## src/rtl/tile_burst_writer_if.sv

```systemverilog
// Avalon-MM burst-write bundle between tile_burst_writer (master) and the interconnect (slave).
interface tile_burst_writer_if #(
    parameter int PIXEL_W      = 16,
    parameter int PIX_PER_WORD = 2,
    parameter int TILE_W       = 32
);
    localparam int BUS_W = PIXEL_W * PIX_PER_WORD;
    localparam int BE_W  = BUS_W / 8;
    localparam int BC_W  = $clog2(TILE_W / PIX_PER_WORD) + 1;

    logic [31:0]      master_address;
    logic             master_write;
    logic [BUS_W-1:0] master_writedata;
    logic [BE_W-1:0]  master_byteenable;
    logic [BC_W-1:0]  master_burstcount;
    logic             master_waitrequest;

    modport master (
        output master_address, master_write, master_writedata,
        output master_byteenable, master_burstcount,
        input  master_waitrequest
    );

    modport slave (
        input  master_address, master_write, master_writedata,
        input  master_byteenable, master_burstcount,
        output master_waitrequest
    );
endinterface

```

## src/rtl/tile_burst_writer.sv

```systemverilog
// Drains a tile from tile RAM into a word FIFO and writes each row as one Avalon-MM burst.
// Optional colour keying via byteenables is enabled by defining TILE_WRITER_KEY_EN.
module tile_burst_writer #(
    parameter int PIXEL_W      = 16,
    parameter int PIX_PER_WORD = 2,
    parameter int TILE_W       = 32,
    parameter int TILE_H       = 32,
    parameter int FIFO_DEPTH   = 32
) (
    input  logic                              clk,
    input  logic                              rst_n,
    input  logic                              start,
    input  logic [31:0]                       addr_in,
    input  logic [15:0]                       stride_in,
    input  logic [PIXEL_W-1:0]                key_color,
    output logic                              reading,
    output logic                              flushed,
    output logic [$clog2(TILE_W*TILE_H)-1:0]  ram_addr,
    input  logic [PIXEL_W-1:0]                ram_data,
    tile_burst_writer_if.master               m
);
    localparam int BUS_W = PIXEL_W * PIX_PER_WORD;
    localparam int BE_W  = BUS_W / 8;
    localparam int PB    = PIXEL_W / 8;
    localparam int WPR   = TILE_W / PIX_PER_WORD;
    localparam int BC_W  = $clog2(WPR) + 1;
    localparam int AW    = $clog2(TILE_W * TILE_H);
    localparam int CW    = (TILE_W > 1) ? $clog2(TILE_W) : 1;
    localparam int RW    = $clog2(TILE_H + 1);
    localparam int PCW   = (PIX_PER_WORD > 1) ? $clog2(PIX_PER_WORD) : 1;
    localparam int BW    = (WPR > 1) ? $clog2(WPR) : 1;
    localparam int PW    = $clog2(FIFO_DEPTH);
`ifdef TILE_WRITER_KEY_EN
    localparam int FW    = BUS_W + BE_W;
`else
    localparam int FW    = BUS_W;
`endif

    typedef enum logic [1:0] {R_IDLE, R_WAIT, R_FETCH} r_state_t;
    typedef enum logic       {W_IDLE, W_BURST}         w_state_t;

    r_state_t         r_state_q;
    logic [AW-1:0]    ram_addr_q;
    logic [CW-1:0]    col_q;
    logic [RW-1:0]    row_q;
    logic             fetch_q;
    logic [PCW-1:0]   pack_cnt_q;
    logic [BUS_W-1:0] pack_q;

    w_state_t         w_state_q;
    logic             wr_q;
    logic [31:0]      addr_q;
    logic [BUS_W-1:0] data_q;
    logic [31:0]      row_addr_q;
    logic [31:0]      stride_q;
    logic [RW-1:0]    rows_left_q;
    logic [BW-1:0]    beat_q;

    logic [FW-1:0]    fifo_mem [FIFO_DEPTH];
    logic [PW-1:0]    wr_ptr_q, rd_ptr_q, rd_idx;
    logic [PW:0]      count_q;
    logic [PW+1:0]    free_space;

    logic             start_ok, push, pop, last_beat, burst_go, head_load;
    logic [BUS_W-1:0] word_shift;
    logic [FW-1:0]    fifo_din;

    assign flushed  = (r_state_q == R_IDLE) && !fetch_q && (w_state_q == W_IDLE) && (count_q == '0);
    assign reading  = (r_state_q != R_IDLE) || fetch_q;
    assign ram_addr = ram_addr_q;
    assign start_ok = start && flushed;

    // New pixel enters at the top so the lowest-addressed pixel ends up in the LSBs.
    assign word_shift = (pack_q >> PIXEL_W) | (BUS_W'(ram_data) << (BUS_W - PIXEL_W));
    assign push       = fetch_q && (pack_cnt_q == PCW'(PIX_PER_WORD - 1));
    assign pop        = (w_state_q == W_BURST) && !m.master_waitrequest;
    assign last_beat  = (beat_q == BW'(WPR - 1));
    assign burst_go   = (w_state_q == W_IDLE) && (count_q >= (PW+1)'(WPR)) && (rows_left_q != '0);
    assign head_load  = burst_go || (pop && !last_beat);
    assign rd_idx     = (w_state_q == W_BURST) ? rd_ptr_q + 1'b1 : rd_ptr_q;

    // Space check counts this cycle's push (the previous row's trailing word) and pop.
    assign free_space = (PW+2)'(FIFO_DEPTH) - (PW+2)'(count_q) + (PW+2)'(pop) - (PW+2)'(push);

    assign m.master_address    = addr_q;
    assign m.master_write      = wr_q;
    assign m.master_writedata  = data_q;
    assign m.master_burstcount = BC_W'(WPR);

`ifdef TILE_WRITER_KEY_EN
    logic [PIXEL_W-1:0] key_q;
    logic [BE_W-1:0]    be_pack_q, be_shift, be_q;
    logic               key_hit;

    assign key_hit  = (ram_data == key_q);
    assign be_shift = (be_pack_q >> PB) | (BE_W'({PB{~key_hit}}) << (BE_W - PB));
    assign fifo_din = {be_shift, word_shift};
    assign m.master_byteenable = be_q;

    always_ff @(posedge clk or negedge rst_n) begin
        if (!rst_n) begin
            key_q     <= '0;
            be_pack_q <= '1;
            be_q      <= '1;
        end else begin
            if (start_ok)  key_q     <= key_color;
            if (fetch_q)   be_pack_q <= be_shift;
            if (head_load) be_q      <= fifo_mem[rd_idx][FW-1:BUS_W];
        end
    end
`else
    logic unused_key;
    assign unused_key = ^key_color;
    assign fifo_din   = word_shift;
    assign m.master_byteenable = {BE_W{1'b1}};
`endif

    always_ff @(posedge clk) begin
        if (push) fifo_mem[wr_ptr_q] <= fifo_din;
    end

    always_ff @(posedge clk or negedge rst_n) begin
        if (!rst_n) begin
            wr_ptr_q <= '0;
            rd_ptr_q <= '0;
            count_q  <= '0;
        end else begin
            if (push) wr_ptr_q <= wr_ptr_q + 1'b1;
            if (pop)  rd_ptr_q <= rd_ptr_q + 1'b1;
            count_q <= count_q + (PW+1)'(push) - (PW+1)'(pop);
        end
    end

    always_ff @(posedge clk or negedge rst_n) begin
        if (!rst_n) begin
            r_state_q  <= R_IDLE;
            ram_addr_q <= '0;
            col_q      <= '0;
            row_q      <= '0;
            fetch_q    <= 1'b0;
            pack_cnt_q <= '0;
            pack_q     <= '0;
        end else begin
            fetch_q <= 1'b0;
            if (fetch_q) begin
                pack_q     <= word_shift;
                pack_cnt_q <= push ? '0 : pack_cnt_q + 1'b1;
            end
            case (r_state_q)
                R_IDLE: begin
                    if (start_ok) begin
                        ram_addr_q <= '0;
                        col_q      <= '0;
                        row_q      <= '0;
                        r_state_q  <= R_WAIT;
                    end
                end
                R_WAIT: begin
                    if (free_space >= (PW+2)'(WPR)) r_state_q <= R_FETCH;
                end
                R_FETCH: begin
                    fetch_q    <= 1'b1;
                    ram_addr_q <= ram_addr_q + 1'b1;
                    if (col_q == CW'(TILE_W - 1)) begin
                        col_q     <= '0;
                        row_q     <= row_q + 1'b1;
                        r_state_q <= (row_q == RW'(TILE_H - 1)) ? R_IDLE : R_WAIT;
                    end else begin
                        col_q <= col_q + 1'b1;
                    end
                end
                default: r_state_q <= R_IDLE;
            endcase
        end
    end

    always_ff @(posedge clk or negedge rst_n) begin
        if (!rst_n) begin
            w_state_q   <= W_IDLE;
            wr_q        <= 1'b0;
            addr_q      <= '0;
            data_q      <= '0;
            row_addr_q  <= '0;
            stride_q    <= '0;
            rows_left_q <= '0;
            beat_q      <= '0;
        end else begin
            if (start_ok) begin
                row_addr_q  <= addr_in;
                stride_q    <= 32'(stride_in);
                rows_left_q <= RW'(TILE_H);
            end
            if (head_load) data_q <= fifo_mem[rd_idx][BUS_W-1:0];
            case (w_state_q)
                W_IDLE: begin
                    if (burst_go) begin
                        w_state_q <= W_BURST;
                        wr_q      <= 1'b1;
                        addr_q    <= row_addr_q & ~32'(BE_W - 1);
                        beat_q    <= '0;
                    end
                end
                W_BURST: begin
                    if (pop) begin
                        if (last_beat) begin
                            w_state_q   <= W_IDLE;
                            wr_q        <= 1'b0;
                            row_addr_q  <= row_addr_q + stride_q;
                            rows_left_q <= rows_left_q - 1'b1;
                        end else begin
                            beat_q <= beat_q + 1'b1;
                        end
                    end
                end
                default: w_state_q <= W_IDLE;
            endcase
        end
    end
endmodule

```

## src/flat_wrapper.sv

```systemverilog
// flat-port wrapper written by rule: the top's interface ports become plain ports
module tile_burst_writer_flat 
#(
    parameter int PIXEL_W      = 16,
    parameter int PIX_PER_WORD = 2,
    parameter int TILE_W       = 32,
    parameter int TILE_H       = 32,
    parameter int FIFO_DEPTH   = 32
)
  (clk, rst_n, start, addr_in, stride_in, key_color, reading, flushed, ram_addr, ram_data, m_master_address, m_master_write, m_master_writedata, m_master_byteenable, m_master_burstcount, m_master_waitrequest);
  tile_burst_writer_if #(.PIXEL_W(PIXEL_W), .PIX_PER_WORD(PIX_PER_WORD), .TILE_W(TILE_W)) m_i ();
  input  logic clk;
  input  logic rst_n;
  input  logic start;
  input  logic [31:0] addr_in;
  input  logic [15:0] stride_in;
  input  logic [PIXEL_W-1:0] key_color;
  output logic reading;
  output logic flushed;
  output logic [$clog2(TILE_W*TILE_H)-1:0] ram_addr;
  input  logic [PIXEL_W-1:0] ram_data;
  output wire logic [$bits(m_i.master_address)-1:0] m_master_address;
  output wire logic [$bits(m_i.master_write)-1:0] m_master_write;
  output wire logic [$bits(m_i.master_writedata)-1:0] m_master_writedata;
  output wire logic [$bits(m_i.master_byteenable)-1:0] m_master_byteenable;
  output wire logic [$bits(m_i.master_burstcount)-1:0] m_master_burstcount;
  input wire logic [$bits(m_i.master_waitrequest)-1:0] m_master_waitrequest;
  assign m_master_address = m_i.master_address;
  assign m_master_write = m_i.master_write;
  assign m_master_writedata = m_i.master_writedata;
  assign m_master_byteenable = m_i.master_byteenable;
  assign m_master_burstcount = m_i.master_burstcount;
  assign m_i.master_waitrequest = m_master_waitrequest;
  tile_burst_writer #(.PIXEL_W(PIXEL_W), .PIX_PER_WORD(PIX_PER_WORD), .TILE_W(TILE_W), .TILE_H(TILE_H), .FIFO_DEPTH(FIFO_DEPTH)) u_core (.clk(clk), .rst_n(rst_n), .start(start), .addr_in(addr_in), .stride_in(stride_in), .key_color(key_color), .reading(reading), .flushed(flushed), .ram_addr(ram_addr), .ram_data(ram_data), .m(m_i));
endmodule
```

## config.mk

```make
export PLATFORM = sky130hd
export DESIGN_NAME = tile_burst_writer_flat
export DESIGN_NICKNAME = d
export VERILOG_FILES = /design/src/rtl/tile_burst_writer_if.sv /design/src/rtl/tile_burst_writer.sv /design/src/flat_wrapper.sv
export SDC_FILE = /design/constraint.sdc
export NUM_CORES = 2
export LEC_CHECK = 0
export ABC_AREA = 0
export BUFFER_PORTS_ARGS = -buffer_cell sky130_fd_sc_hd__buf_2
export CORE_ASPECT_RATIO = 1.5
export CORE_MARGIN = 3
export CORE_UTILIZATION = 56
export DETAILED_ROUTE_END_ITERATION = 10
export GPL_TIMING_DRIVEN = 0
export PLACE_DENSITY = 0.77
export SYNTH_ARGS = -nofsm -noshare
export SYNTH_HDL_FRONTEND = slang
export SYNTH_SLANG_ARGS = --single-unit
```

## constraint.sdc

```tcl
create_clock -name clk -period 3.25 [get_ports clk]
set_input_delay 0 -clock clk [delete_from_list [all_inputs] [get_ports clk]]
set_output_delay 0 -clock clk [all_outputs]
set_load 0.03 [all_outputs]
```

==> impl_metrics.yaml <==
run_status:
  outcome: "finished with violations"
  violations: "negative setup slack"
finish:
  final_common_cell: "edfxtp_1"
  syn_to_final_growth_pct: 15.7
  drive_gt1_share_pct: 15.8
  final_nets: 4866
  fin_util_pct: 65.8
  stdcell_area_mm2: 0.0624
  stdcell_count: 6092
  layout_common_cells: "edfxtp_1 (1024), nand2_1 (853), nand3_1 (240)"
placed_design:
  dp_cells: 5783
  pre_cts_slack_ns: -0.725
  port-buffer-count: 142
  placed_area_mm2: 0.0572
  gp_congestion: 0.972
  dp_hpwl_mm: 116
yosys:
  synth_top_family_by_area: "simple AND/OR/NAND/NOR gates"
  synth_area_mm2: 0.0540
  ys_ff_latch: 1203
  synth-edff-count: 1024
  ys_seq_area_share_pct: 65.2
  synthXorXnorAreaFrac_pct: 0.753
  synth-simple-area-share_pct: 13.0
  synth.distinct_cells: 76
  synth_cells: 4339
  synth.avg_cell_area_um2: 12.4
  async_reset_ff_share_pct: 14.9
  synth_mux_area_share_pct: 6.76
  synth_compound_area_share_pct: 10.4
  ys_warn_count: 0
  synth_flop_cell: "edfxtp_1"
  synth_adder_area_share_pct: 1.08
setup_path:
  reg2reg_depth: 10
  worst-setup-path-type: "flop to flop"
  r2r_slack_ns: -0.02
  crit_fanout: 10
  worst_setup_path_end_kind: "flop"
  cp.arrival_ns: 3.87
  r2r-start: "u_core.rd_ptr_q[1]"
  r2r_end: "u_core.m.master_writedata[15]"
  cp-start-kind: "flop"
  worst_ep_required_time_ns: 3.85
clocking:
  htree_num_levels: 3
  cts_tree: "built"
  clk_latency_ns: 0.73
  cts-buffers-inserted: 107
  clock-sinks: 1203
  cts_buffer_depth: 3
  path_clk_slew_ns: 0.07
  cts_root_buffer: "clkbuf_16"
route:
  final_antenna_net_count: 0
  wire_per_inst_um: 28.8
  drt-initial-drc-count: 5678
  firstDrtPassIters: 9
  dr_total_vias: 40900
  drc: 0
  wl_mm: 175
  routed_via_density: 6.72
timing:
  whs_ns: 0.0330
  rsz0062_at_grt: "true"
  setup_ws_ns: -0.0224
  period_minus_slack_ns: 3.27
  hold_viol: 0
  setup_viol: 2
  tns_ns: -0.0229
  fin_crit_sh_pct: 101
  tightest_slew_ns: 1.47
  maxSlewViolCount: 0
  max_freq_ghz: 0.306
  slew_headroom_pct: 1.70
  skew_ns: 0.0327
global_routing:
  grt_max_degree: 92
  antenna_found_initial: 3
  grt_pass1_wl_mm: 253
  grt_pass1_vias: 40700
  grt_usage_pct: 34.5
  grt_overflow: 0
floorplanning:
  pin_count: 170
  die-area_mm2: 0.100
  fp.dieH_um: 386
  core_area_mm2: 0.0950
  rows: 138
  die_w_um: 260
  start_util_pct: 56.9
worst_hold_path:
  min_to: "u_core.stride_q[12]"
  hold_class: "primary input to flop"
  hp-start: "stride_in[12]"
  whs_path_depth: 4
power_and_ir_drop:
  leakage_nw: 22.5
  ir_drop_mv: 0.611
  p_per_area_mw_per_mm2: 1050
  p_total_mw: 65.5
flow_run:
  cap_violations: 0
[cell usage after synthesis, types with 38 or more instances]
cell type,count,area (µm²)
nand2_1,856,3210
o22ai_1,83,519
o21ai_0,106,531
buf_2,90,450
nor2b_1,64,400
nand3_1,242,1210
and2_1,38,238
nor3_1,98,490
dfrtp_1,179,4480
and3_1,41,257
ha_1,42,526
mux2i_1,145,1450
a31oi_1,39,244
a21oi_1,237,1190
edfxtp_1,1024,30700
o21ai_1,39,195
a211oi_1,130,976
mux4_2,85,1910
nor2_1,149,559
clkbuf_1,173,649
nand4_1,44,275
[per-layer routing]
layer | global-route usage [%] | share of wire [%] | vias up
met2 | 59.5 | 50 | 3152
met3 | 7.06 | 10 | 919
met1 | 37.4 | 31 | 19800
met4 | 26.2 | 8.6 | 2
li1 | - | - | 17100
met5 | 0 | 0.0051 | -
[cell type report]
type | instances | area (µm²)
sequential | 1203 | 35200
fill | 6590 | 32500
multi-input combinational | 2799 | 17900
clock buffer | 142 | 2910
timing repair buffer | 290 | 2570
tap | 1260 | 1580
buffer | 305 | 1520
clock inverter | 61 | 654
inverter | 31 | 116
antenna | 1 | 2.50
[sequential cells by signal, indices dropped and copies added (netlist names), 10 cells and up]
register,count
u_core.stride_q,16
u_core.fifo_mem,1024
u_core.m.master_writedata,32
u_core.pack_q,16
u_core.row_addr_q,32
u_core.m.master_address,30
u_core.ram_addr,10
[cell families (layout without fill, tap and decap cells)]
kind of cell,count (synthesis),after routing
other,2,12
multiplexers,255,255
buffers and inverters,346,829
AND/OR/NAND/NOR,1582,1582
XOR/XNOR,43,43
flip-flops,1203,1203
AO/OA/AOI/OAI,863,863
adder cells (fa/ha/maj),45,45
[worst max-delay path: stages, from the launching register on]
cell and delay [ns]:
dfrtp_1 0.43, ha_1 0.28, buf_2 0.17, and2_1 0.24, nor2_4 0.34, clkbuf_1 0.60, nand3_1 0.18, a21oi_1 0.37
a21oi_1 0.08, a41oi_1 0.36, nor3_1 0.09
[report_power, final]
group | internal (mW) | total (mW) | switching, mW
Clock | 7.28 | 13.0 | 5.75
Sequential | 18.6 | 20.3 | 1.69
Combinational | 10.3 | 32.2 | 21.8
[worst max-delay path by stage]
| stage | start | to | slack, ns | cells after the start |
|---|---|---|---|---|
| floorplan | u_core.fetch_q | u_core.fifo_mem[31][0] | 0.20 | 6 |
| global placement | u_core.fetch_q | u_core.fifo_mem[11][30] | -2.02 | 6 |
| detailed placement | u_core.rd_ptr_q[0] | u_core.m.master_writedata[1] | -0.73 | 10 |
| CTS | u_core.w_state_q | u_core.m.master_writedata[30] | 0.002 | 8 |
| global route | u_core.rd_ptr_q[1] | u_core.m.master_writedata[3] | -0.03 | 11 |
| finish | u_core.rd_ptr_q[1] | u_core.m.master_writedata[15] | -0.02 | 10 |
[timing repair]
item,in CTS,in global routing
buffers inserted,27,1
setup endpoints to repair,158,254
endpoints found under the hold margin,751,0
pin swaps,11,4
gates resized for setup,97,127
hold buffers,87,0
gates cloned,0,0
Note: power is estimated with default switching activity, not from simulation.
